File: src/rtl/spm_mult_n.sv
// spm_mult_n: sequential shift-add multiplier, one multiplier bit per clock.
// Produces a 2*WIDTH-bit unsigned or two's-complement signed product behind
// a start/done handshake; the result is held in P until the next completion.
// Optional feature macro: SPM_EARLY_TERM_EN (unsigned operations finish as soon
// as the remaining multiplier bits are all zero).
module spm_mult_n #(
    parameter int unsigned WIDTH = 32
) (
    input  logic                 clk,
    input  logic                 reset,
    input  logic                 start,
    input  logic                 sgn,
    input  logic [WIDTH-1:0]     MP,
    input  logic [WIDTH-1:0]     MC,
    output logic [2*WIDTH-1:0]   P,
    output logic                 done,
    output logic                 busy
);

    localparam int unsigned CW = (WIDTH > 1) ? $clog2(WIDTH) : 1;
    localparam int unsigned PW = 2 * WIDTH;

    typedef enum logic [1:0] {
        IDLE = 2'd0,
        RUN  = 2'd1,
        DONE = 2'd2
    } state_t;

    state_t           state;
    state_t           state_nxt;
    logic             accept;

    logic [WIDTH-1:0] acc;
    logic [WIDTH-1:0] mp_r;
    logic [WIDTH-1:0] mc_r;
    logic             sgn_r;
    logic [CW-1:0]    cnt;
`ifdef SPM_EARLY_TERM_EN
    logic [WIDTH-1:0] mrem;
`endif

    logic [WIDTH:0]   acc_x;
    logic [WIDTH:0]   mc_x;
    logic [WIDTH:0]   addend;
    logic [WIDTH:0]   sum;
    logic             last_bit;
    logic             step_last;
    logic [PW-1:0]    prod;
    logic [PW-1:0]    prod_out;

    // One shift-add step: extend to WIDTH+1 bits, subtract on the signed MP sign bit
    always_comb begin
        acc_x    = {sgn_r & acc[WIDTH-1], acc};
        mc_x     = {sgn_r & mc_r[WIDTH-1], mc_r};
        last_bit = (cnt == CW'(WIDTH - 1));
        addend   = mp_r[0] ? mc_x : '0;
        sum      = (sgn_r && last_bit) ? (acc_x - addend) : (acc_x + addend);
        prod     = {sum, mp_r[WIDTH-1:1]};
`ifdef SPM_EARLY_TERM_EN
        // Remaining zero bits would only shift the product right; apply that shift now
        step_last = last_bit || (!sgn_r && (mrem[WIDTH-1:1] == '0));
        prod_out  = prod >> (CW'(WIDTH - 1) - cnt);
`else
        step_last = last_bit;
        prod_out  = prod;
`endif
    end

    // Next-state logic: start accepted only outside RUN
    always_comb begin
        state_nxt = state;
        accept    = 1'b0;
        case (state)
            IDLE, DONE: begin
                if (start) begin
                    accept    = 1'b1;
                    state_nxt = RUN;
                end
            end
            RUN: begin
                if (step_last) begin
                    state_nxt = DONE;
                end
            end
            default: state_nxt = IDLE;
        endcase
    end

    // State register
    always_ff @(posedge clk or posedge reset) begin
        if (reset) begin
            state <= IDLE;
        end else begin
            state <= state_nxt;
        end
    end

    // Datapath registers and registered handshake outputs
    always_ff @(posedge clk or posedge reset) begin
        if (reset) begin
            acc   <= '0;
            mp_r  <= '0;
            mc_r  <= '0;
            sgn_r <= 1'b0;
            cnt   <= '0;
`ifdef SPM_EARLY_TERM_EN
            mrem  <= '0;
`endif
            P     <= '0;
            done  <= 1'b0;
            busy  <= 1'b0;
        end else begin
            busy <= (state_nxt == RUN);
            done <= (state_nxt == DONE);
            if (accept) begin
                acc   <= '0;
                mp_r  <= MP;
                mc_r  <= MC;
                sgn_r <= sgn;
                cnt   <= '0;
`ifdef SPM_EARLY_TERM_EN
                mrem  <= MP;
`endif
            end else if (state == RUN) begin
                acc  <= sum[WIDTH:1];
                mp_r <= {sum[0], mp_r[WIDTH-1:1]};
                cnt  <= cnt + CW'(1);
`ifdef SPM_EARLY_TERM_EN
                mrem <= mrem >> 1;
`endif
                if (step_last) begin
                    P <= prod_out;
                end
            end
        end
    end

endmodule

File: config.mk
export PLATFORM = sky130hd
export DESIGN_NAME = spm_mult_n
export DESIGN_NICKNAME = d
export VERILOG_FILES = /design/src/rtl/spm_mult_n.sv
export SDC_FILE = /design/constraint.sdc
export NUM_CORES = 1
export LEC_CHECK = 0
export CORE_ASPECT_RATIO = 1.2
export CORE_MARGIN = 2
export CORE_UTILIZATION = 45
export CTS_BUF_LIST = sky130_fd_sc_hd__clkbuf_8
export DETAILED_ROUTE_END_ITERATION = 10
export PLACE_DENSITY = 0.68
export SETUP_SLACK_MARGIN = 0.5
export SLEW_MARGIN = 20
export SYNTH_ARGS = -nofsm -noshare
export SYNTH_HDL_FRONTEND = slang
export SYNTH_SLANG_ARGS = --single-unit
File: constraint.sdc
create_clock -name clk -period 7.1 [get_ports clk]
set_input_delay 0.71 -clock clk [delete_from_list [all_inputs] [get_ports clk]]
set_output_delay 0.71 -clock clk [all_outputs]
set_load 0.005 [all_outputs]
==> metrics.txt <==
largest net degree at the start of global routing=102; DRT antenna net count=0; RSZ-0062 raised after global routing=false; max-slew violation count=0; CP Class=reg2reg; DR vias=7161; CTS Buffer Depth=2; Die Y-Extent=159.3 microns; Setup TNS=0 ps; crit-path cells=or4_4 -> or4_4 -> o31ai_1 -> a21oi_1 -> xor2_1 -> nand2_1 -> ha_1 -> a211oi_1 -> nor2_1 -> o41ai_1 -> nand3_1 -> a21oi_1 -> o21ai_0 -> xnor2_1 -> o21ai_0; clock period minus worst slack=4910 ps; initial antenna violation count=0; Max Cap Viol=0; PwrDens=601.4 mW/mm^2; fmax=203.7 MHz; worst min-delay path class=reg2reg; critical path's top delay family=compound AO/OA/AOI/OAI gates; DRC=0; gpl congestion=0.8818; # fillers=1775; ys async rst share=100.0%; Root Buffer Master=clkbuf_8; number of stages on the worst setup path=15; post-place setup slack=2221 ps; Clock Pin Slew Worst Setup and Hold Paths=100 ps; WHS Path Cells=2; status=complete, no violations; cts repair resizes=0; Mapped Cells=935; Post-synth EDFFs=0; grt total ovfl=0; Synth-to-Final Area Change=21.38%; post-synthesis register bit count=170; layout cells sized above 1=10.62%; CTS tree=done; worst reg2reg path depth=15; relative slew slack=32.95%; final clock skew=16.28 ps; io pins=134; multi-input logic area=0.004551 sq mm; setup ws final=2190 ps; prevailing post-synth register cell=dfrtp_1; Final Cycle Share=69.16%; Setup crit end kind=flop; total CTS buffers=17; htree depth=4; Core ar.=0.01962 sq mm; setup bufs post-CTS=0; Seq/Total Area, Yosys=47.06%; vias in the first global route=7152; synth unique cells=66; GRT Resource Usage Total=20.90%; Least-Margin Pin Slew=1006 ps; vias per inst=5.441; worst vdd rail ir drop=0.2405 mV; post-cts hold buffer count=0; Mapped Avg Cell Area=9.668 sq um; Starting Density=46.08%; worst endpoint required time=7420 ps; Storage cell area=0.004254 sq mm; die area=0.02124 sq mm; input/output buffers=133; CP Data Arrival Time=5230 ps; # rows=56; Starting DRT DRC Count=521; final wirelength=21730 microns; syn nets=1039; setup violation total in the final timing report=0; Design Area, Final=0.01097 sq mm; CP bufs+invs=0; worst skew pair latency=480 ps; CP max stage delay=580 ps; Hold Vio Cnt, Final=0; slowest stage cell on the critical path=or4_4; final core utilization=55.93%; first-pass GRT wire length=36070 microns; synthesized cell area=0.009040 sq mm; commonest non-fill, non-tap cell in the layout=nand2_1; most frequent cells in the layout=nand2_1, dfrtp_1, clkdlybuf4s50_1; clk sinks=170; antenna cells=0; Yosys warnings=0; die span in x=133.4 microns; total leakage power=5.110 nW; placed cell areas=0.01055 sq mm; Post-DP HPWL=15100 microns; Final nets=1146; total design power=6.599 mW; WL/cell=16.51 microns; DR pass1 iterations=5; critical path fanouts, max=6; Worst setup SP type=flop
[power by group]
part | leakage, nW | internal [mW] | switching [mW]
sequential | 2.16 | 1.42 | 0.366
combinational | 2.74 | 1.87 | 2.21
clock | 0.212 | 0.304 | 0.424
[final timing paths]
kind,start,end,slack (ps)
setup / recovery,mc_r[5],P[59],2190
hold / removal,acc[0],acc[0],490
setup reg to reg,mc_r[5],P[59],2190
hold reg to reg,acc[0],acc[0],490
max in group asynchronous,reset,acc[21],4930
min in group asynchronous,reset,P[30],750
[per-layer routing]
layer / global-route usage (%) / share of wire, % / wire (microns)
met1: 26.56 / 44 / 9604
met2: 34.28 / 48 / 10340
met3: 6.781 / 6.5 / 1406
met4: 5.899 / 1.8 / 384
met5: 0 / 0 / 0
[logic make-up (layout without fill, tap and decap cells)]
group / count (synthesis) / in the layout / synth area share [%]
compound gates: 211 / 211 / 16.28
xor+xnor: 52 / 52 / 5.038
fa+ha+maj: 36 / 36 / 5.066
mux: 55 / 55 / 6.851
flops: 170 / 170 / 47.06
buf+inv: 62 / 182 / 2.962
simple gates: 349 / 349 / 16.75
[registers in the layout, summed over array words and instances, names as in the netlist]
signal	count
P	64
acc	32
busy	1
cnt	5
done	1
mc_r	32
mp_r	32
sgn_r	1
state	2
[tightest hold or removal path: cells and delay by family, from the launching register on]
kind	cells	cell delay (ps)
and+or+nand+nor	1	40
AOI/OAI and AO/OA	1	60
DFF	1	360
[layout make-up]
class / count / share of cell area, %
Timing Repair Buffer: 138 / 12.47
Tap cell: 261 / 2.976
Clock buffer: 17 / 2.132
Clock inverter: 15 / 1.722
Inverter: 12 / 0.4561
Multi-Input combinational cell: 703 / 41.47
Sequential cell: 170 / 38.77
[Yosys cell counts (2+ instances only)]
cell         n  area share (%)
nand2b_1     8            0.55
o21bai_1     4            0.33
o21a_1       5            0.42
o211ai_1     8            0.66
buf_1        8            0.33
o31ai_1      8            0.66
a41oi_1      2            0.19
clkbuf_1    37             1.5
a2111oi_0    2            0.19
ha_1        35             4.8
nor3b_1      4            0.33
inv_1       12            0.50
a21o_1      13             1.1
xnor2_1     25             2.4
or4_4        2            0.25
a22o_1      26             2.5
and2_1       3            0.21
and3_1       4            0.28
a21oi_4      2            0.36
and4_1       4            0.39
or2b_2       2            0.19
a21oi_1     43             2.4
o21ai_0     37             2.0
dfrtp_1    170              47
nand3_1     14            0.78
a22oi_1     32             2.7
mux2_2      55             6.9
xor2_1      27             2.6
o41ai_1      2            0.19
buf_6        2            0.25
nor4_1       6            0.42
nand2_1    236             9.8
nor2b_1      5            0.35
a311oi_1     2            0.19
a21boi_0     2            0.17
or3_1        3            0.21
nor2_1      38             1.6
a31oi_1      3            0.21
nor3_1       7            0.39
o311ai_0     4            0.39
o21ai_1      3            0.17
nand4_1      6            0.42
[stage by stage]
| step | cells | hold slack [ps] |
|---|---|---|
| CTS | 1316 | 495.0 |
| finish | 1316 | 490.6 |
| detailed placement | 1284 | 471.8 |
| global placement | 1284 | 464.3 |
| floorplan | 935 | 448.8 |
| global route | 1316 | 522.6 |
Power figures use the tool's default switching activity.
